File: config.mk
export PLATFORM = sky130hd
export DESIGN_NAME = axi4_slave_mem_arbiter
export DESIGN_NICKNAME = d
export VERILOG_FILES = /design/src/rtl/axi4_globals_pkg.sv /design/src/rtl/axi4_slave_mem_arbiter.sv
export SDC_FILE = /design/constraint.sdc
export NUM_CORES = 1
export LEC_CHECK = 0
export BUFFER_PORTS_ARGS = -buffer_cell sky130_fd_sc_hd__buf_2
export CAP_MARGIN = 20
export CORE_UTILIZATION = 48
export DETAILED_ROUTE_END_ITERATION = 12
export PLACE_DENSITY = 0.82
export REMOVE_ABC_BUFFERS = 1
export SLEW_MARGIN = 10
export SYNTH_ARGS = -nofsm -noshare
export SYNTH_HDL_FRONTEND = slang
export SYNTH_SLANG_ARGS = --single-unit
File: constraint.sdc
create_clock -name aclk -period 2.8 [get_ports aclk]
set_clock_uncertainty 0.2 [all_clocks]
set_input_delay 0.84 -clock aclk [delete_from_list [all_inputs] [get_ports aclk]]
set_output_delay 0.84 -clock aclk [all_outputs]
set_load 0.02 [all_outputs]
File: src/rtl/axi4_globals_pkg.sv
// Shared AXI4 slave definitions.
// Holds the memory arbiter state encoding and its default sizing constants.
package axi4_globals_pkg;

  localparam int unsigned ARB_LEN_W          = 8;
  localparam int unsigned ARB_TIMEOUT_CYCLES = 256;

  typedef enum logic [1:0] {
    IDLE   = 2'd0,
    GNT_WR = 2'd1,
    GNT_RD = 2'd2
  } axi4_arb_state_e;

endpackage

File: src/rtl/axi4_slave_mem_arbiter.sv
// Burst-granular round-robin arbiter sharing the slave memory port between the
// write-data engine and the read-data engine. A grant covers a whole burst of
// len+1 beats. On the final beat it hands the port straight to the next
// requester, with no idle cycle in between.
//
// Optional feature macro: AXI4_ARB_TIMEOUT_EN. When it is defined, a stall
// watchdog aborts a burst after TIMEOUT_CYCLES granted cycles pass with no
// beat.
//
// Ports:
//   aclk, areset             clock, synchronous active-high reset
//   wr_req, wr_len, wr_gnt   write engine request / burst length / grant
//   rd_req, rd_len, rd_gnt   read engine request / burst length / grant
//   mem_en, mem_sel          port active, owner select (0 = write, 1 = read)
//   mem_beat_done            memory accepted one beat this cycle
//   beat_cnt, last_beat      beats completed in this burst, final-beat flag
//   timeout_err              one-cycle stall-abort pulse (optional feature)
module axi4_slave_mem_arbiter
  import axi4_globals_pkg::*;
#(
  parameter int unsigned LEN_W          = ARB_LEN_W,
  parameter int unsigned TIMEOUT_CYCLES = ARB_TIMEOUT_CYCLES
) (
  input  logic             aclk,
  input  logic             areset,
  input  logic             wr_req,
  input  logic [LEN_W-1:0] wr_len,
  output logic             wr_gnt,
  input  logic             rd_req,
  input  logic [LEN_W-1:0] rd_len,
  output logic             rd_gnt,
  output logic             mem_en,
  output logic             mem_sel,
  input  logic             mem_beat_done,
  output logic [LEN_W-1:0] beat_cnt,
  output logic             last_beat,
  output logic             timeout_err
);

  axi4_arb_state_e  state_q, state_d;
  logic [LEN_W-1:0] len_q, len_d;
  logic [LEN_W-1:0] cnt_d;
  logic             ptr_q, ptr_d;   // 1 = read engine served last
  logic             sel_d;
  logic             grant_wr, grant_rd;
  logic             tmo_d;

`ifdef AXI4_ARB_TIMEOUT_EN
  localparam int unsigned STALL_W = $clog2(TIMEOUT_CYCLES + 1);
  logic [STALL_W-1:0] stall_q, stall_d;
`else
  wire unused_timeout_cycles = |32'(TIMEOUT_CYCLES);
`endif

  // Next-state, burst bookkeeping and output values.
  always_comb begin
    state_d  = state_q;
    len_d    = len_q;
    cnt_d    = beat_cnt;
    ptr_d    = ptr_q;
    sel_d    = mem_sel;
    grant_wr = 1'b0;
    grant_rd = 1'b0;
    tmo_d    = 1'b0;

    unique case (state_q)
      IDLE: begin
        // On a tie, the engine that was not served last wins.
        if (wr_req && (!rd_req || ptr_q)) grant_wr = 1'b1;
        else if (rd_req)                  grant_rd = 1'b1;
      end
      GNT_WR: begin
        if (mem_beat_done) begin
          if (beat_cnt == len_q) begin
            ptr_d = 1'b0;
            if (rd_req)      grant_rd = 1'b1;
            else if (wr_req) grant_wr = 1'b1;
            else             state_d  = IDLE;
          end else begin
            cnt_d = beat_cnt + LEN_W'(1);
          end
        end
      end
      GNT_RD: begin
        if (mem_beat_done) begin
          if (beat_cnt == len_q) begin
            ptr_d = 1'b1;
            if (wr_req)      grant_wr = 1'b1;
            else if (rd_req) grant_rd = 1'b1;
            else             state_d  = IDLE;
          end else begin
            cnt_d = beat_cnt + LEN_W'(1);
          end
        end
      end
      default: state_d = IDLE;
    endcase

`ifdef AXI4_ARB_TIMEOUT_EN
    // Stall watchdog: a stall only exists when no beat arrives, so no
    // handoff can be pending in the same cycle as an abort.
    stall_d = '0;
    if (state_q != IDLE && !mem_beat_done) begin
      if (stall_q == STALL_W'(TIMEOUT_CYCLES - 1)) begin
        tmo_d   = 1'b1;
        state_d = IDLE;
        ptr_d   = (state_q == GNT_RD);
      end else begin
        stall_d = stall_q + STALL_W'(1);
      end
    end
`endif

    if (grant_wr) begin
      state_d = GNT_WR;
      len_d   = wr_len;
      cnt_d   = '0;
      sel_d   = 1'b0;
    end else if (grant_rd) begin
      state_d = GNT_RD;
      len_d   = rd_len;
      cnt_d   = '0;
      sel_d   = 1'b1;
    end

`ifdef AXI4_ARB_TIMEOUT_EN
    if (grant_wr || grant_rd) stall_d = '0;
`endif
  end

  // State and registered outputs.
  always_ff @(posedge aclk) begin
    if (areset) begin
      state_q   <= IDLE;
      len_q     <= '0;
      ptr_q     <= 1'b1;
      wr_gnt    <= 1'b0;
      rd_gnt    <= 1'b0;
      mem_en    <= 1'b0;
      mem_sel   <= 1'b0;
      beat_cnt  <= '0;
      last_beat <= 1'b0;
    end else begin
      state_q   <= state_d;
      len_q     <= len_d;
      ptr_q     <= ptr_d;
      wr_gnt    <= (state_d == GNT_WR);
      rd_gnt    <= (state_d == GNT_RD);
      mem_en    <= (state_d != IDLE);
      mem_sel   <= sel_d;
      beat_cnt  <= cnt_d;
      last_beat <= (state_d != IDLE) && (cnt_d == len_d);
    end
  end

`ifdef AXI4_ARB_TIMEOUT_EN
  // Stall counter and abort pulse.
  always_ff @(posedge aclk) begin
    if (areset) begin
      stall_q     <= '0;
      timeout_err <= 1'b0;
    end else begin
      stall_q     <= stall_d;
      timeout_err <= tmo_d;
    end
  end
`else
  assign timeout_err = 1'b0;
  wire unused_tmo = tmo_d;
`endif

endmodule
==> impl_metrics.yaml, run 1 <==
status:
  status: "finished, violations left"
  violations: "design-rule violations"
clock_tree:
  clock_tree.htree_level_count: 1
  cts_root_buf: "sky130_fd_sc_hd__clkbuf_4"
  max_clock_buf_depth: 2
  worstSkewPairLatency_ns: 0.33
  clock_tree_from_tritoncts: "built"
  cts-buffers-inserted: 3
  clk_pin_slew_ns: 0.13
  holdBufCountCts: 0
  cts_num_sinks: 24
synth:
  synth_area_mm2: 0.00151
  largest_cells_by_area_after_synthesis: "sky130_fd_sc_hd__dfxtp_1 32%, sky130_fd_sc_hd__xnor2_1 7.6%, sky130_fd_sc_hd__xor2_1 5.2%"
  yosys_warnings: 0
  synth_seq_area_share_pct: 31.9
  netlist-cell-type-count: 42
  yosys.area.top_type_share_pct: 31.9
  synth.avg_cell_area_um2: 8.46
  synth_area_leader_cell: "sky130_fd_sc_hd__dfxtp_1"
  synth_seq_cells: 24
  synth_async_sr_flop_share_pct: 0
  synth-main-ff-cell: "sky130_fd_sc_hd__dfxtp_1"
  synth-edff-count: 0
  syn-instance-count: 178
grt:
  groute.usage.overall_pct: 24.4
  globalRoute.totalOverflow: 0
  antenna_found_initial: 0
  largest_net_degree_at_the_start_of_global_routing: 17
  vias_in_the_first_global_route: 1374
  grt_first_pass_wirelength_um: 6130
worst_setup_path:
  crit_family: "simple AND/OR/NAND/NOR gates"
  critical-path-slowest-cell: "sky130_fd_sc_hd__nor4_4"
  crit_path_end_kind: "flip-flop"
  required_ns: 2.87
  crit_fanout: 12
  r2r-end: "last_beat"
  worstSetupEndpoint: "last_beat"
  worst_flop_to_flop_path_startpoint: "len_q[0]"
  critPathMaxStageDelay_ns: 0.41
  timing.critical_path.from_type: "flip-flop"
  rrSetupSlack_ns: 0.08
  worst_reg2reg_path_depth: 10
  cp_common_cell: "sky130_fd_sc_hd__buf_4"
  worst-setup-path-type: "reg2reg"
  cp.arrival_ns: 2.78
  critical_path_buf_inv_count: 2
  worstSetupPathDepth: 10
  critPathLaunch: "len_q[0]"
  series_of_cell_instances_along_the_critical_path: "xor2_2 > nor4_4 > buf_4 > and3_1 > buf_4 > o21ai_0 > a31oi_2 > xnor2_1 > nand4_1 > a211oi_2"
route:
  post_drt_via_cell_ratio: 5.64
  totalWireLength_um: 4020
  ant_nets: 0
  drc_errors: 2
  detailroute.via_count: 1507
  drt-wirelength-per-cell_um: 15.1
  detailedRoute.firstIterationViolations: 82
  detail_route.first_pass.iterations: 8
timing:
  final_hold_violation_count: 0
  maximum_clock_rate_ghz: 0.368
  timing.setup.tns_ns: 0
  relSlewSlack_pct: 63.7
  post-route-period-util_pct: 97.0
  pins_over_slew_limit: 0
  final_period_minus_worst_setup_slack_ns: 2.72
  transition_time_of_the_tightest_slew_check_pin_ns: 0.531
  fin_ws_ns: 0.0834
  setup_viol: 0
job:
  max_cap_viol_count: 0
power:
  cellLeakagePower_nw: 0.861
  power_per_cell_area_mw_per_mm2: 517
  ir_worst_vdd_mv: 0.306
layout:
  fin_cells: 267
  final_common_cell: "sky130_fd_sc_hd__buf_2"
  n_antenna_cell: 0
  design.final.nets: 263
  multiInputGateArea_mm2: 0.00105
  layout_common_cells: "33 x sky130_fd_sc_hd__buf_2, 28 x sky130_fd_sc_hd__buf_4, 22 x sky130_fd_sc_hd__dfxtp_1"
  area.sequential_um2: 483
  post_route_cells_drive_above_1_share_pct: 36.0
  final_design_instance_area_without_fill_mm2: 0.00203
  layout-area-overhead-vs-synth_pct: 34.5
  n_fill_cell: 209
placed_design:
  detailedPlacementHpwl_um: 2980
  dp_cells: 262
  port_buffers: 33
  place_congestion: 0.905
  detailedPlace.worstSlack_ns: -0.132
  dpl_cell_area_mm2: 0.00187
floorplan:
  placeableCoreArea_mm2: 0.00285
  die_w_um: 58.0
  overall_die_height_um: 58.0
  rows: 19
  die-area_mm2: 0.00337
  start_util_pct: 52.8
  ioPinCount: 35
worst_hold_path:
  min_path_type: "reg2reg"
  min-delay-start: "mem_sel"
[worst register-to-register path, cell delays in order, from the launching register on]
cell	delay (ns)
sky130_fd_sc_hd__dfxtp_1	0.37
sky130_fd_sc_hd__xor2_2	0.20
sky130_fd_sc_hd__nor4_4	0.41
sky130_fd_sc_hd__buf_4	0.26
sky130_fd_sc_hd__and3_1	0.18
sky130_fd_sc_hd__buf_4	0.14
sky130_fd_sc_hd__o21ai_0	0.14
sky130_fd_sc_hd__a31oi_2	0.28
sky130_fd_sc_hd__xnor2_1	0.16
sky130_fd_sc_hd__nand4_1	0.15
sky130_fd_sc_hd__a211oi_2	0.16
[logic make-up (layout without fill, tap and decap cells)]
kind of cell,after synthesis,in the layout,synth area share [%]
compound gates,47,47,23.4
xor+xnor,22,22,12.8
fa+ha+maj,5,5,4.15
buf+inv,14,72,4.49
flops,24,24,31.9
mux,1,1,0.664
other cells,1,1,0.249
simple gates,64,64,22.3
[per-stage QoR]
stage / power [W] / util [%] / hold slack [ns]
6_report: 0.00105 / 71.0 / 0.305
5_1_grt: 0.00110 / 71.0 / 0.328
3_3_place_gp: 0.000739 / 65.6 / 0.277
4_1_cts: 0.00100 / 67.5 / 0.309
3_5_place_dp: 0.000748 / 65.6 / 0.286
2_1_floorplan: 0.000616 / - / 0.272
[power breakdown]
part / internal, W / switching, W / leakage, nW / total, W
registers: 0.000370 / 0.0000196 / 0.197 / 0.000390
logic: 0.000176 / 0.000225 / 0.636 / 0.000402
clock network: 0.000145 / 0.000111 / 0.0279 / 0.000256
total: 0.000691 / 0.000356 / 0.861 / 0.00105
[cell type report]
| type | instances | share of cell area [%] |
|---|---|---|
| clock buffers | 3 | 1.11 |
| flip-flops and latches | 24 | 23.8 |
| clock inverters | 1 | 1.48 |
| repair buffers | 61 | 18.5 |
| inverters | 7 | 1.30 |
| well taps | 31 | 1.91 |
| multi-input cells | 140 | 51.8 |
[synth_stat cells, types with 2 or more instances]
cell,n
sky130_fd_sc_hd__nand2_1,11
sky130_fd_sc_hd__nor2b_1,8
sky130_fd_sc_hd__xnor2_1,13
sky130_fd_sc_hd__a21o_1,2
sky130_fd_sc_hd__a211oi_1,10
sky130_fd_sc_hd__a21boi_0,2
sky130_fd_sc_hd__a2111oi_0,5
sky130_fd_sc_hd__inv_1,7
sky130_fd_sc_hd__a21oi_1,7
sky130_fd_sc_hd__o21bai_1,3
sky130_fd_sc_hd__nand3_1,8
sky130_fd_sc_hd__a31oi_1,5
sky130_fd_sc_hd__nor2_1,20
sky130_fd_sc_hd__and3_1,2
sky130_fd_sc_hd__dfxtp_1,24
sky130_fd_sc_hd__nand2b_1,2
sky130_fd_sc_hd__nand4_1,3
sky130_fd_sc_hd__buf_2,3
sky130_fd_sc_hd__nor3_1,3
sky130_fd_sc_hd__clkbuf_1,2
sky130_fd_sc_hd__xor2_1,9
sky130_fd_sc_hd__ha_1,5
sky130_fd_sc_hd__o21ai_0,5
[what timing repair did]
action | 4_1_cts | 5_1_grt
endpoints found under the setup margin | 0 | 2
gates resized for setup | 0 | 19
buffers inserted | 0 | 1
[sequential cells by signal, summed over array words and instances (netlist names)]
signal,cells
last_beat,1
wr_gnt,1
len_q,8
mem_en,1
ptr_q,1
rd_gnt,1
beat_cnt,8
mem_sel,1
state_q,2
[metal layers]
layer	share of wire [%]	global-route usage (%)	wire (um)
met1	45	30.6	1800
met2	50	40.7	2000
met3	4.5	5.58	182
met4	1.1	9.18	46
met5	0	0	0
[worst min path at each step]
stage	endpoint	slack, ns	cells after the start
after floorplan	len_q[2]	0.27	2
after global routing	mem_sel	0.33	2
after CTS	mem_sel	0.31	2
after global placement	mem_sel	0.28	2
final	mem_sel	0.31	2
after detailed placement	mem_sel	0.29	2
Power figures use the tool's default switching activity.
==> run 2, diff against run 1 <==
Settings changed: PLACE_DENSITY 0.82 to 0.75.
==> impl_metrics.yaml, run 2 (synthesized netlist as in run 1, its figures left out) <==
status:
  status: "finished, violations left"
  violations: "design-rule violations"
layout:
  n_antenna_cell: 0
  design.final.nets: 267
  largestRegisters: "beat_cnt (8), len_q (8), state_q (2)"
  layout-area-overhead-vs-synth_pct: 37.4
  final_design_instance_area_without_fill_mm2: 0.00207
  post_route_cells_drive_above_1_share_pct: 38.3
  n_fill_cell: 228
  final_core_util_pct: 72.5
  layout_common_cells: "33 x sky130_fd_sc_hd__buf_2, 31 x sky130_fd_sc_hd__buf_4, 21 x sky130_fd_sc_hd__dfxtp_1"
  final_common_cell: "sky130_fd_sc_hd__buf_2"
floorplan:
  die_w_um: 58.0
  die-area_mm2: 0.00337
  ioPinCount: 35
  start_util_pct: 52.8
  placeableCoreArea_mm2: 0.00285
  rows: 19
  overall_die_height_um: 58.0
power:
  cellLeakagePower_nw: 0.883
  power_per_cell_area_mw_per_mm2: 519
  power_w: 0.00107
  ir_worst_vdd_mv: 0.396
clock_tree:
  holdBufCountCts: 0
  cts_root_buf: "sky130_fd_sc_hd__clkbuf_4"
  clock_tree.htree_level_count: 1
  cts-buffers-inserted: 3
  cts_num_sinks: 24
  max_clock_buf_depth: 2
  worstSkewPairLatency_ns: 0.34
  clk_pin_slew_ns: 0.15
  clock_tree_from_tritoncts: "built"
timing:
  hold_slack_ns: 0.304
  transition_time_of_the_tightest_slew_check_pin_ns: 0.482
  post-route-period-util_pct: 96.3
  pins_over_slew_limit: 0
  maximum_clock_rate_ghz: 0.371
  setup_viol: 0
  final_period_minus_worst_setup_slack_ns: 2.70
  relSlewSlack_pct: 67.0
  timing.setup.tns_ns: 0
  final_hold_violation_count: 0
worst_hold_path:
  min_path_type: "reg2reg"
worst_setup_path:
  critPathMaxStageDelay_ns: 0.43
  crit_path_end_kind: "flip-flop"
  crit_fanout: 8
  worst-setup-path-type: "reg2reg"
  series_of_cell_instances_along_the_critical_path: "xor2_1 > nor4_4 > buf_4 > and3_1 > buf_4 > nor2_1 > nand2_1 > a31oi_2 > or3b_1 > a211oi_2"
  timing.critical_path.from_type: "flip-flop"
  cp.arrival_ns: 2.77
  critical-path-slowest-cell: "sky130_fd_sc_hd__dfxtp_2"
  crit_family: "simple AND/OR/NAND/NOR gates"
  cp_common_cell: "sky130_fd_sc_hd__buf_4"
  critical_path_buf_inv_count: 2
  required_ns: 2.87
route:
  detailedRoute.firstIterationViolations: 94
  detail_route.first_pass.iterations: 8
  drt-wirelength-per-cell_um: 15.8
  totalWireLength_um: 4290
  post_drt_via_cell_ratio: 5.69
  drc_errors: 2
  ant_nets: 0
  detailroute.via_count: 1543
grt:
  grt_first_pass_wirelength_um: 6930
  antenna_found_initial: 0
  globalRoute.totalOverflow: 0
  vias_in_the_first_global_route: 1537
  groute.usage.overall_pct: 27.1
  largest_net_degree_at_the_start_of_global_routing: 17
placed_design:
  dpl_cell_area_mm2: 0.00189
  detailedPlacementHpwl_um: 3180
  port_buffers: 33
  place_congestion: 0.939
job:
  max_cap_viol_count: 0
[run 2: metal layers]
metal	wire length [um]	GRT usage, %	vias to the layer above
met2	2160	47.9	47
met4	46	9.52	0
met1	1860	33.0	727
met3	220	4.91	4
met5	0	0	-
li1	-	-	765
[run 2: layout make-up]
| cell class | count | area [um2] | area share, % |
|---|---|---|---|
| inverters | 7 | 26.3 | 1.27 |
| repair buffers | 65 | 409 | 19.8 |
| flip-flops and latches | 24 | 484 | 23.4 |
| well taps | 31 | 38.8 | 1.87 |
| clock buffers | 3 | 22.5 | 1.09 |
| multi-input cells | 140 | 1060 | 51.1 |
| clock inverters | 1 | 30.0 | 1.45 |
[run 2: what timing repair did]
action	4_1_cts	5_1_grt
resized for setup	6	17
cloned	0	0
buffers inserted	2	1
pin swaps	2	4
endpoints found under the setup margin	1	1
endpoints found under the hold margin	0	0
[run 2: worst register-to-register path: stages (launching register included)]
cell                       delay [ns]
sky130_fd_sc_hd__dfxtp_2         0.43
sky130_fd_sc_hd__xor2_1          0.28
sky130_fd_sc_hd__nor4_4          0.11
sky130_fd_sc_hd__buf_4           0.18
sky130_fd_sc_hd__and3_1          0.19
sky130_fd_sc_hd__buf_4           0.13
sky130_fd_sc_hd__nor2_1          0.17
sky130_fd_sc_hd__nand2_1         0.10
sky130_fd_sc_hd__a31oi_2         0.26
sky130_fd_sc_hd__or3b_1          0.39
sky130_fd_sc_hd__a211oi_2        0.18
[run 2: final timing paths]
kind,start,to,slack [ns],cells past startpoint
worst max-delay path,beat_cnt[2],last_beat,0.10,10
worst min-delay path,mem_sel,mem_sel,0.30,2
worst max register to register,beat_cnt[2],last_beat,0.10,10
worst min register to register,mem_sel,mem_sel,0.30,2
[run 2: power breakdown]
group,leakage (nW),switching [W],internal [W]
Combinational,0.657,0.000231,0.000188
Sequential,0.198,0.0000216,0.000370
Clock,0.0279,0.000119,0.000145
Total,0.883,0.000371,0.000703
[run 2: metrics by stage]
| stage | worst slack, ns | instances |
|---|---|---|
| 2_1_floorplan | -0.206 | 171 |
| 3_3_place_gp | -0.0982 | 264 |
| 3_5_place_dp | -0.277 | 264 |
| 4_1_cts | 0.0153 | 270 |
| 5_1_grt | -0.0110 | 271 |
| 6_report | 0.103 | 271 |
